==> src/rtl/ct_spsram_1024x128_ctrl.sv <==
// -----------------------------------------------------------------------------
// ct_spsram_1024x128_ctrl
//
// Initiator-side controller for a 1024x128 single-port SRAM. Read/write
// requests arrive on a valid/ready channel and are turned into the SRAM's
// active-low CEN/GWEN/WEN strobes in the cycle they are accepted. Read data
// comes back on sram_Q one cycle later, is captured into a small in-order
// response FIFO and returned on a valid/ready response channel.
//
// A credit counter covers FIFO occupancy plus the read still in flight, so a
// read is only issued when there is guaranteed room for its data. Writes are
// gated by the same credit check, which keeps request ordering strict.
//
// Optional feature (macro CT_SPSRAM_CTRL_INIT_EN): after reset an INIT state
// sweeps INIT_VALUE into every address, one per cycle, with busy high and
// req_rdy low. Without the macro there is no INIT state and busy is tied low.
//
// Ports:
//   CLK, RST            clock; synchronous active-high reset
//   req_vld/req_rdy     request handshake
//   req_wr              1 = write, 0 = read
//   req_addr            word address
//   req_wdata/req_wmask write data and active-high per-bit write enable
//   rsp_vld/rsp_rdy     response handshake
//   rsp_rdata           read data, held stable while rsp_vld & ~rsp_rdy
//   busy                init sweep in progress
//   sram_A/CEN/GWEN/WEN/D  SRAM macro inputs (CEN, GWEN, WEN active-low)
//   sram_Q              SRAM macro output
// -----------------------------------------------------------------------------
module ct_spsram_1024x128_ctrl #(
    parameter int unsigned            ADDR_WIDTH = 10,
    parameter int unsigned            DATA_WIDTH = 128,
    parameter int unsigned            RSP_DEPTH  = 2,
    parameter logic [DATA_WIDTH-1:0]  INIT_VALUE = {DATA_WIDTH{1'b0}}
) (
    input  logic                  CLK,
    input  logic                  RST,
    input  logic                  req_vld,
    output logic                  req_rdy,
    input  logic                  req_wr,
    input  logic [ADDR_WIDTH-1:0] req_addr,
    input  logic [DATA_WIDTH-1:0] req_wdata,
    input  logic [DATA_WIDTH-1:0] req_wmask,
    output logic                  rsp_vld,
    input  logic                  rsp_rdy,
    output logic [DATA_WIDTH-1:0] rsp_rdata,
    output logic                  busy,
    output logic [ADDR_WIDTH-1:0] sram_A,
    output logic                  sram_CEN,
    output logic                  sram_GWEN,
    output logic [DATA_WIDTH-1:0] sram_WEN,
    output logic [DATA_WIDTH-1:0] sram_D,
    input  logic [DATA_WIDTH-1:0] sram_Q
);

    // Credit counter must hold 0..RSP_DEPTH inclusive.
    localparam int unsigned CNT_W = $clog2(RSP_DEPTH + 1);
    localparam int unsigned PTR_W = (RSP_DEPTH > 1) ? $clog2(RSP_DEPTH) : 1;

    localparam logic [CNT_W-1:0] CNT_MAX  = CNT_W'(RSP_DEPTH);
    localparam logic [PTR_W-1:0] PTR_LAST = PTR_W'(RSP_DEPTH - 1);

    // Pointer advance with wrap at RSP_DEPTH (works for non-power-of-two depths).
    function automatic logic [PTR_W-1:0] ptr_inc(input logic [PTR_W-1:0] p);
        logic [PTR_W-1:0] r;
        if (p == PTR_LAST) begin
            r = {PTR_W{1'b0}};
        end else begin
            r = p + PTR_W'(1);
        end
        return r;
    endfunction

    // ------------------------------------------------------------------
    // Run/init state
    // ------------------------------------------------------------------
    logic run_s;
    logic sweep_wr_s;

`ifdef CT_SPSRAM_CTRL_INIT_EN
    typedef enum logic [0:0] {
        ST_RUN  = 1'b0,
        ST_INIT = 1'b1
    } state_e;

    state_e                  state_q;
    logic [ADDR_WIDTH-1:0]   sweep_q;
    logic                    busy_q;

    // Init FSM: sweep every address once after reset, then hand over to RUN.
    always_ff @(posedge CLK) begin
        if (RST) begin
            state_q <= ST_INIT;
            sweep_q <= {ADDR_WIDTH{1'b0}};
            busy_q  <= 1'b1;
        end else begin
            case (state_q)
                ST_INIT: begin
                    if (sweep_q == {ADDR_WIDTH{1'b1}}) begin
                        state_q <= ST_RUN;
                        sweep_q <= {ADDR_WIDTH{1'b0}};
                        busy_q  <= 1'b0;
                    end else begin
                        state_q <= ST_INIT;
                        sweep_q <= sweep_q + ADDR_WIDTH'(1);
                        busy_q  <= 1'b1;
                    end
                end
                ST_RUN: begin
                    state_q <= ST_RUN;
                    sweep_q <= {ADDR_WIDTH{1'b0}};
                    busy_q  <= 1'b0;
                end
                default: begin
                    state_q <= ST_INIT;
                    sweep_q <= {ADDR_WIDTH{1'b0}};
                    busy_q  <= 1'b1;
                end
            endcase
        end
    end

    assign run_s      = (state_q == ST_RUN);
    assign sweep_wr_s = (state_q == ST_INIT) & ~RST;
    assign busy       = busy_q;
`else
    // INIT_VALUE only matters for the sweep; keep it referenced.
    logic unused_init_s;
    assign unused_init_s = ^INIT_VALUE;

    assign run_s      = 1'b1;
    assign sweep_wr_s = 1'b0;
    assign busy       = 1'b0;
`endif

    // ------------------------------------------------------------------
    // Handshakes and credits
    // ------------------------------------------------------------------
    logic [CNT_W-1:0] cnt_q;
    logic [CNT_W-1:0] cnt_d;
    logic [CNT_W-1:0] fifo_cnt_q;
    logic [CNT_W-1:0] fifo_cnt_d;
    logic [PTR_W-1:0] wr_ptr_q;
    logic [PTR_W-1:0] wr_ptr_d;
    logic [PTR_W-1:0] rd_ptr_q;
    logic [PTR_W-1:0] rd_ptr_d;
    logic             rd_pend_q;
    logic [DATA_WIDTH-1:0] fifo_mem_q [RSP_DEPTH];

    logic req_fire_s;
    logic rd_fire_s;
    logic rsp_fire_s;
    logic push_s;

    // rsp_vld is masked during RST so nothing can be popped from a FIFO that
    // is about to be flushed.
    assign rsp_vld    = (fifo_cnt_q != {CNT_W{1'b0}}) & ~RST;
    assign rsp_fire_s = rsp_vld & rsp_rdy;

    // A pop in the same cycle frees a credit, which keeps a full pipeline
    // streaming at one read per cycle.
    assign req_rdy    = run_s & ~RST & ((cnt_q < CNT_MAX) | rsp_fire_s);
    assign req_fire_s = req_vld & req_rdy;
    assign rd_fire_s  = req_fire_s & ~req_wr;

    // The read issued last cycle has its data on sram_Q now.
    assign push_s     = rd_pend_q;

    assign rsp_rdata  = fifo_mem_q[rd_ptr_q];

    // Next-state for the credit counter, FIFO occupancy and pointers.
    always_comb begin
        if (rd_fire_s & ~rsp_fire_s) begin
            cnt_d = cnt_q + CNT_W'(1);
        end else if (~rd_fire_s & rsp_fire_s) begin
            cnt_d = cnt_q - CNT_W'(1);
        end else begin
            cnt_d = cnt_q;
        end

        if (push_s & ~rsp_fire_s) begin
            fifo_cnt_d = fifo_cnt_q + CNT_W'(1);
        end else if (~push_s & rsp_fire_s) begin
            fifo_cnt_d = fifo_cnt_q - CNT_W'(1);
        end else begin
            fifo_cnt_d = fifo_cnt_q;
        end

        if (push_s) begin
            wr_ptr_d = ptr_inc(wr_ptr_q);
        end else begin
            wr_ptr_d = wr_ptr_q;
        end

        if (rsp_fire_s) begin
            rd_ptr_d = ptr_inc(rd_ptr_q);
        end else begin
            rd_ptr_d = rd_ptr_q;
        end
    end

    // Credit, in-flight and pointer registers; reset drops any pending read.
    always_ff @(posedge CLK) begin
        if (RST) begin
            cnt_q      <= {CNT_W{1'b0}};
            fifo_cnt_q <= {CNT_W{1'b0}};
            wr_ptr_q   <= {PTR_W{1'b0}};
            rd_ptr_q   <= {PTR_W{1'b0}};
            rd_pend_q  <= 1'b0;
        end else begin
            cnt_q      <= cnt_d;
            fifo_cnt_q <= fifo_cnt_d;
            wr_ptr_q   <= wr_ptr_d;
            rd_ptr_q   <= rd_ptr_d;
            rd_pend_q  <= rd_fire_s;
        end
    end

    // Response storage; cleared on reset so rsp_rdata starts at zero.
    always_ff @(posedge CLK) begin
        if (RST) begin
            for (int i = 0; i < int'(RSP_DEPTH); i++) begin
                fifo_mem_q[i] <= {DATA_WIDTH{1'b0}};
            end
        end else if (push_s) begin
            fifo_mem_q[wr_ptr_q] <= sram_Q;
        end
    end

    // ------------------------------------------------------------------
    // SRAM drive: request fire has priority, then the init sweep, else idle.
    // ------------------------------------------------------------------
    // SRAM port mux.
    always_comb begin
        if (req_fire_s) begin
            sram_CEN  = 1'b0;
            sram_GWEN = ~req_wr;
            sram_WEN  = req_wr ? ~req_wmask : {DATA_WIDTH{1'b1}};
            sram_A    = req_addr;
            sram_D    = req_wdata;
        end else if (sweep_wr_s) begin
`ifdef CT_SPSRAM_CTRL_INIT_EN
            sram_CEN  = 1'b0;
            sram_GWEN = 1'b0;
            sram_WEN  = {DATA_WIDTH{1'b0}};
            sram_A    = sweep_q;
            sram_D    = INIT_VALUE;
`else
            sram_CEN  = 1'b1;
            sram_GWEN = 1'b1;
            sram_WEN  = {DATA_WIDTH{1'b1}};
            sram_A    = {ADDR_WIDTH{1'b0}};
            sram_D    = {DATA_WIDTH{1'b0}};
`endif
        end else begin
            sram_CEN  = 1'b1;
            sram_GWEN = 1'b1;
            sram_WEN  = {DATA_WIDTH{1'b1}};
            sram_A    = {ADDR_WIDTH{1'b0}};
            sram_D    = {DATA_WIDTH{1'b0}};
        end
    end

endmodule
==> config.mk <==
export PLATFORM = sky130hd
export DESIGN_NAME = ct_spsram_1024x128_ctrl
export DESIGN_NICKNAME = d
export VERILOG_FILES = /design/src/rtl/ct_spsram_1024x128_ctrl.sv
export SDC_FILE = /design/constraint.sdc
export NUM_CORES = 1
export LEC_CHECK = 0
export CAP_MARGIN = 20
export CELL_PAD_IN_SITES_DETAIL_PLACEMENT = 1
export CELL_PAD_IN_SITES_GLOBAL_PLACEMENT = 1
export CORE_AREA = 2 2 309 311
export CTS_CLUSTER_DIAMETER = 120
export DETAILED_ROUTE_END_ITERATION = 10
export DIE_AREA = 0 0 311 313
export PLACE_DENSITY_LB_ADDON = 0.1
export SLEW_MARGIN = 15
export SYNTH_ARGS = -nofsm -noshare
export SYNTH_HDL_FRONTEND = slang
export SYNTH_SLANG_ARGS = --single-unit
==> constraint.sdc <==
create_clock -name CLK -period 5.44 [get_ports CLK]
set_clock_uncertainty 0.2 [all_clocks]
set_input_delay 0.544 -clock CLK [delete_from_list [all_inputs] [get_ports CLK]]
set_output_delay 0.544 -clock CLK [all_outputs]
set_load 0.05 [all_outputs]
======== After elaboration in Yosys (flattened, before gate mapping) ========
Memory sizes are Yosys's and may differ from the RTL's. A register that Yosys moved wholly into a read port is not among the register bits.
Cells that the tools add are included.
cells by class
  add/subtract/negate cells ............... 6
  $mul .................................... 0
  divide/modulo/power cells ............... 0
  magnitude comparators ................... 1
  eq/ne operators ......................... 0
  shifts and indexed selects .............. 0
  mux-type cells .......................... 22
  bitwise gates (word level) .............. 16
  reduce and logical (&&, ||, !) cells .... 4
operators by type and width
  cell                   count
  $mux W128              4
  $not A128 Y128         1
  $reduce_or A128 Y1     1
  $mux W1                13
  $mux W10               1
  $and A1 B1 Y1          9
  $mux W2                4
  $reduce_bool A2 Y1     3
  $not A1 Y1             5
  $add A2 B1 Y2 const B  2
  $sub A2 B1 Y2 const B  2
  $add A1 B1 Y1 const B  2
  $lt A2 B2 Y1 const B   1
  $or A1 B1 Y1           1
storage, ports and cells
  bits in registers ....................... 7
  latch bits .............................. 0
  RAM bits ................................ 256
  ROM bits ................................ 0
  output and inout bits ................... 399
  word-level logic and storage cells ...... 55
  memories kept ........................... 1
memory list
  memory      words  width  read ports  clocked after Yosys merged registers in  wr ports  RTL line  RTL
  fifo_mem_q  2      128    1           1                                        2         148       logic [DATA_WIDTH-1:0] fifo_mem_q [RSP_DEPTH];

======== Longest topological paths before layout ========
Gate-level depths: netlist of run 1.
  depth in word-level cells ............... 11
  gate-level depth with buffers ........... 9
  gate-level depth less buffers ........... 8

======== Least setup slack after synthesis of run 1 ========
No wires, ideal clock.
  path kind ............................... input port to flip-flop
  start ................................... input port RST
  end ..................................... memory fifo_mem_q[0][0], enable pin
  arrival ................................. 3.410 ns
  data required time ...................... 4.754 ns
  slack ................................... 1.345 ns
  cell stages on the path ................. 2
  cells stage by stage .................... clkbuf_1 -> a21o_1
RTL lines
  element             RTL line  RTL
  start: declaration  37        input logic RST,
  end: declaration    148

======== Final worst setup path of run 1 ========
  start ................................... input port RST
  end ..................................... output port sram_D[40]
on the way
  cells in the longest elaborated chain, start to end .. 7
ends and longest elaborated chain
  element            RTL line  RTL
  $not A1 Y1 (*)     157, 162
  $and A1 B1 Y1      157       assign rsp_vld = (fifo_cnt_q != {CNT_W{1'b0}}) & ~RST;
  $and A1 B1 Y1      158       assign rsp_fire_s = rsp_vld & rsp_rdy;
  $or A1 B1 Y1       162       assign req_rdy = run_s & ~RST & ((cnt_q < CNT_MAX) | rsp_fire_s);
  $and A1 B1 Y1 (*)  162
  $and A1 B1 Y1 (*)  163       assign req_fire_s = req_vld & req_rdy;
  $mux W128 (*)      235       if (req_fire_s) begin
  end: declaration   52        output logic [DATA_WIDTH-1:0] sram_D,
Every way passes the cells marked *; elsewhere a longest branch is shown, timed or not.

==> flow_metrics.py, run 1 <==
metrics = {
    "run_status": {
        "outcome": "complete, no violations",
    },
    "min_path": {
        "hp-class": "reg -> reg",
    },
    "sta": {
        "worst_pin_slew_ns": 0.903,
        "hold_violations": 0,
        "layout_min_cycle_time_ns": 3.92,
        "relSlewSlack": 0.398,
        "drv_slew": 0,
        "rsz0062_at_grt": "false",
        "fmax_mhz": 255,
        "tns_ns": 0,
        "finalSetupViolations": 0,
        "post-route-period-util": 0.720,
        "setup_slack_ns": 1.52,
    },
    "worst_setup_path": {
        "cp_max_fo": 139,
        "rrSetupSlack_ns": 2.75,
        "crit_path_end": "sram_D[40]",
        "r2r_end": "fifo_mem_q[1][41]",
        "cp.arrival_ns": 3.17,
        "crit_path_start_kind": "input port",
        "rr_startpoint": "wr_ptr_q",
        "rr_worst_depth": 5,
        "cp-end-kind": "output port",
        "cp.required_ns": 4.70,
        "critPathLaunch": "RST",
        "critPathKind": "in -> out",
    },
    "logic_synthesis": {
        "synth_ff_type": "edfxtp_1",
        "syn_area_per_cell_um2": 12.6,
        "synth_common_cells": "and2_1 (394), edfxtp_1 (256), mux2_2 (128), nand2_1 (128), clkbuf_1 (29)",
        "synth_most_common_cell": "and2_1",
        "async_flop_share": 0,
        "synth_edf_count": 256,
        "syn-num-nets": 1426,
        "yosysSeqAreaShare": 0.609,
        "syn_area_um2": 12900,
        "synth.distinct_cells": 28,
        "synth_top_area_frac": 0.597,
        "yosys-top-cells-area": "edfxtp_1 (60%), and2_1 (19%), mux2_2 (11%), nand2_1 (3.7%), dfxtp_1 (1.2%)",
        "synth_area_leader_cell": "edfxtp_1",
        "netlist_instances": 1025,
        "ys_ff_latch": 264,
        "synth_warnings": 0,
    },
    "clocking": {
        "cts_tree": "yes",
        "clockRootBuffer": "clkbuf_16",
        "numCtsBuffers": 36,
        "cts_resized": 0,
        "post_cts_buffers": 0,
        "cts_hold_buffers": 0,
        "htreeDepth": 2,
        "cts_buffer_depth": 3,
        "clk_pin_slew_worst_paths_ns": 0.05,
        "clk_latency_ns": 0.52,
        "cts_sinks": 264,
    },
    "detailed_routing": {
        "vias": 10900,
        "route.detailed.drc": 0,
        "dr.pass1.iters": 4,
        "routed_via_density": 3.51,
        "ant_nets": 0,
        "post_drt_wl_per_cell_um": 23.5,
        "drtIter0Drc": 378,
        "wirelength_um": 72800,
    },
    "floorplan": {
        "dieArea_um2": 97300,
        "start_util": 0.137,
        "core_um2": 94200,
        "chipWidth_um": 311,
        "fp-row-count": 113,
        "die_y_um": 313,
        "io_pins": 798,
    },
    "power": {
        "total_leakage_power_nw": 8.29,
        "power_frac_comb": 0.289,
        "power_w": 0.00640,
        "power.share.clock": 0.338,
        "p_int_w": 0.00432,
        "power.share.sequential": 0.373,
        "switchingPower_w": 0.00207,
        "switching_share": 0.324,
        "power_density_nw_per_um2": 274,
        "vdd_drop_max_uv": 159,
    },
    "flow_run": {
        "drv_cap": 0,
    },
    "final_layout": {
        "area_growth_pct": 81.0,
        "fin_nets": 2198,
        "fill_cells": 10500,
        "drive_above_1_share": 0.106,
    },
    "global_route": {
        "antenna_found_initial": 42,
        "grt_max_degree": 140,
        "grt_pass1_vias": 11700,
        "grt_usage": 0.144,
        "grt_pass1_wl_um": 97800,
        "globalRoute.totalOverflow": 0,
    },
    "place": {
        "dp_hpwl_um": 56000,
        "routabilityCongestion": 0.901,
        "port_buffers": 796,
        "pre_cts_ws_ns": 1.48,
    },
}
critical path, cell delays in order:
cell	delay, ns
clkdlybuf4s50_1	0.40
buf_4	0.19
nand2b_1	0.23
a21oi_4	0.17
buf_12	0.35
and2_1	0.35
clkdlybuf4s50_1	0.85
how the worst min path moves through the flow:
stage               depth (start not counted)     start         to  slack [ns]
floorplan                                   1  rd_ptr_q  flip-flop        0.24
global placement                            1  rd_ptr_q   rd_ptr_q        0.26
detailed placement                          1  rd_ptr_q  flip-flop        0.26
CTS                                         1  rd_ptr_q  flip-flop        0.26
global route                                1  rd_ptr_q  flip-flop        0.31
finish                                      1  rd_ptr_q  flip-flop        0.26
power by group through the flow:
stage / clock network (W) / registers [W] / logic, W
after floorplan: 0 / 0.00240 / 0.00103
after global placement: 0 / 0.00243 / 0.00189
after detailed placement: 0 / 0.00243 / 0.00189
after CTS: 0.00227 / 0.00239 / 0.00190
after global routing: 0.00235 / 0.00240 / 0.00193
final: 0.00216 / 0.00239 / 0.00185
per-stage QoR:
stage               hold slack, ns  cells  cell area (um^2)   util
CTS                          0.261   3083             23300  0.247
detailed placement           0.257   3024             22200  0.236
global route                 0.307   3086             23300  0.247
global placement             0.258   3024             22200  0.236
finish                       0.257   3097             23300  0.248
floorplan                    0.240   1025             12900      -
layer usage:
metal	up-vias	routed length, um	GRT usage
met3	107	8170	0.0731
met4	46	1630	0.0391
li1	5012	-	-
met2	425	37700	0.263
met5	-	299	0
met1	5288	24900	0.143
placed cells by master (no fill, tap or decap), drive strengths merged, types with 7 or more instances in the layout:
cell / n
clkdlybuf4s50: 796
nand2: 128
and2: 394
nor2: 7
edfxtp: 256
clkinv: 12
buf: 11
dfxtp: 8
mux2: 128
diode: 14
clkbuf: 43
state kept, by name (all words and copies together), names as in the netlist, named ones only:
| name | count |
|---|---|
| cnt_q | 2 |
| fifo_mem_q | 256 |
| push_s | 1 |
| wr_ptr_q | 1 |
| fifo_cnt_q | 2 |
| rd_ptr_q | 1 |
area by class of cell:
cell class	instances	area, um^2	area share
repair buffers	807	8140	0.349
clock inverters	16	116	0.00499
flip-flops and latches	264	7850	0.337
well taps	1265	1580	0.0679
diodes	14	35.0	0.00150
clock buffers	43	927	0.0398
multi-input cells	684	4650	0.200
inverters	4	15.0	0.000644
logic make-up (layout without fill, tap and decap cells):
logic type	after synthesis	count (layout)	share of synthesized area
AND/OR/NAND/NOR	537	537	0.235
flip-flops	264	264	0.609
multiplexers	128	128	0.112
buffers and inverters	77	870	0.0323
AO/OA/AOI/OAI	11	11	0.00563
XOR/XNOR	5	5	0.00340
adder cells (fa/ha/maj)	2	2	0.00194
other	1	15	0.000291
No activity file was read; power rests on OpenSTA's default activity.
==> inputs of run 2 (changes only) <==
Clock period 5.44 ns to 4 ns, I/O delays scaled along.
==> run 2 against run 1 <==
Critical path depth down 2. Die area is the same. First-iteration DRC count rose by 12%. Combinational power increased by 41%. Via count rose by 0.19%.
==> flow_metrics.py, run 2 (synthesis results as in run 1) <==
metrics = {
    "worst_setup_path": {
        "critPathKind": "reg -> out",
        "cp.arrival_ns": 2.90,
        "crit_path_start_kind": "flip-flop",
        "slowest_delay_ns": 0.76,
        "cp_common_cell": "buf_4",
        "cp-end-kind": "output port",
        "worstPathCellList": "o21ai_2 -> a21oi_4 -> buf_4 -> and2_1 -> buf_4",
        "cp_slowest_cell": "buf_4",
        "cp_max_fo": 115,
        "cp.required_ns": 3.40,
    },
    "sta": {
        "drv_slew": 0,
        "layout_min_cycle_time_ns": 3.50,
        "hold_violations": 0,
        "finalSetupViolations": 0,
        "rsz0062_at_grt": "false",
        "fmax_mhz": 286,
        "tns_ns": 0,
        "relSlewSlack": 0.372,
        "post-route-period-util": 0.875,
        "worst_pin_slew_ns": 0.942,
    },
    "clocking": {
        "post_cts_buffers": 0,
        "htreeDepth": 2,
        "cts_sinks": 264,
        "clk_latency_ns": 0.52,
        "cts_resized": 0,
        "clockRootBuffer": "clkbuf_16",
        "numCtsBuffers": 37,
        "cts_hold_buffers": 0,
        "clk_pin_slew_worst_paths_ns": 0.05,
        "cts_buffer_depth": 3,
        "cts_tree": "yes",
    },
    "power": {
        "p_int_w": 0.00599,
        "vdd_drop_max_uv": 224,
        "power_density_nw_per_um2": 376,
        "total_leakage_power_nw": 8.75,
        "switching_share": 0.323,
        "power_frac_comb": 0.295,
        "power.share.clock": 0.341,
        "power.share.sequential": 0.364,
        "switchingPower_w": 0.00286,
    },
    "final_layout": {
        "final_common_cell": "clkdlybuf4s50_1",
        "largest_register": "fifo_mem_q",
        "fin_nets": 2205,
        "most-common-layout-cells": "clkdlybuf4s50_1 (546), and2_1 (394), edfxtp_1 (256)",
        "utilization": 0.250,
        "drive_above_1_share": 0.246,
        "largest_reg_flops": 256,
        "top_regs": "fifo_mem_q: 256 flops, cnt_q: 2 flops, fifo_cnt_q: 2 flops",
        "area_growth_pct": 82.9,
        "fill_cells": 10500,
    },
    "detailed_routing": {
        "m1WireLength_um": 25100,
        "route.detailed.drc": 0,
        "dr.max_layer_used": "met5",
        "wirelength_um": 73200,
        "ant_nets": 0,
        "wl_met2_um": 37700,
        "drtIter0Drc": 425,
        "post_drt_wl_per_cell_um": 23.6,
        "routed_via_density": 3.51,
        "routed-wl-met3_um": 7790,
        "dr.pass1.iters": 4,
        "vias": 10900,
    },
    "flow_run": {
        "drv_cap": 0,
    },
    "run_status": {
        "outcome": "complete, no violations",
    },
    "min_path": {
        "hp-class": "reg -> reg",
    },
    "floorplan": {
        "io_pins": 798,
        "fp-row-count": 113,
        "die_y_um": 313,
        "dieArea_um2": 97300,
        "core_um2": 94200,
        "start_util": 0.137,
        "chipWidth_um": 311,
    },
    "global_route": {
        "globalRoute.totalOverflow": 0,
        "antenna_found_initial": 25,
        "grt_pass1_vias": 11800,
        "grt_pass1_wl_um": 98300,
        "grt_max_degree": 129,
        "grt_usage": 0.145,
    },
    "place": {
        "dp_hpwl_um": 57100,
        "port_buffers": 796,
        "routabilityCongestion": 0.869,
    },
}
run 2: cell count changes in the layout (fill, tap and decap cells not counted):
cell	previous run	this run
clkdlybuf4s50_1	796	546
clkinv_1	7	10
clkinvlp_4	2	0
clkinv_2	4	6
buf_4	4	196
clkbuf_1	7	9
inv_6	1	3
clkbuf_16	36	37
diode_2	14	6
clkinv_8	1	0
buf_12	7	71
run 2: per-stage QoR:
step	hold WS [ns]	total power [W]	cells	instance area, um^2	setup WS (ns)
after floorplan	0.240	0.00467	1025	12900	0.0485
after global placement	0.253	0.00594	3030	22500	0.508
after detailed placement	0.270	0.00594	3030	22500	0.480
after CTS	0.269	0.00909	3096	23500	0.365
after global routing	0.311	0.00923	3099	23600	0.173
final	0.274	0.00885	3102	23600	0.500
run 2: critical path: cells and delay by family (launching register included):
family	cells	cell delay, ns
AOI/OAI and AO/OA	2	0.62
buffers and inverters	2	0.97
DFF	1	0.42
and+or+nand+nor	1	0.27
run 2: area by class of cell:
| class | instances | area (um^2) | share of cell area |
|---|---|---|---|
| Antenna cell | 6 | 15.0 | 0.000637 |
| Clock buffer | 46 | 960 | 0.0407 |
| Clock inverter | 20 | 124 | 0.00526 |
| Inverter | 4 | 15.0 | 0.000637 |
| Multi-Input combinational cell | 684 | 4650 | 0.198 |
| Sequential cell | 264 | 7850 | 0.333 |
| Tap cell | 1265 | 1580 | 0.0672 |
| Timing Repair Buffer | 813 | 8360 | 0.355 |
run 2: final timing paths:
path / startpoint / endpoint / slack (ns) / cells after the start
worst min-delay path: rd_ptr_q / rd_ptr_q / 0.27 / 1
worst min register to register: rd_ptr_q / rd_ptr_q / 0.27 / 1
worst max register to register: fifo_cnt_q[0] / cnt_q[1] / 1.58 / 7
worst max-delay path: fifo_cnt_q[0] / sram_D[9] / 0.50 / 5
run 2: routing by layer:
metal	track usage	up-vias
li1	-	5018
met1	0.142	5287
met2	0.262	451
met3	0.0738	111
met4	0.0503	32
met5	0	-
run 2: power groups by stage:
stage,Clock [W],Combinational [W],Sequential (W)
finish,0.00302,0.00261,0.00322
detailed placement,0,0.00266,0.00328
global route,0.00326,0.00273,0.00324
floorplan,0,0.00141,0.00327
global placement,0,0.00266,0.00328
CTS,0.00319,0.00267,0.00323
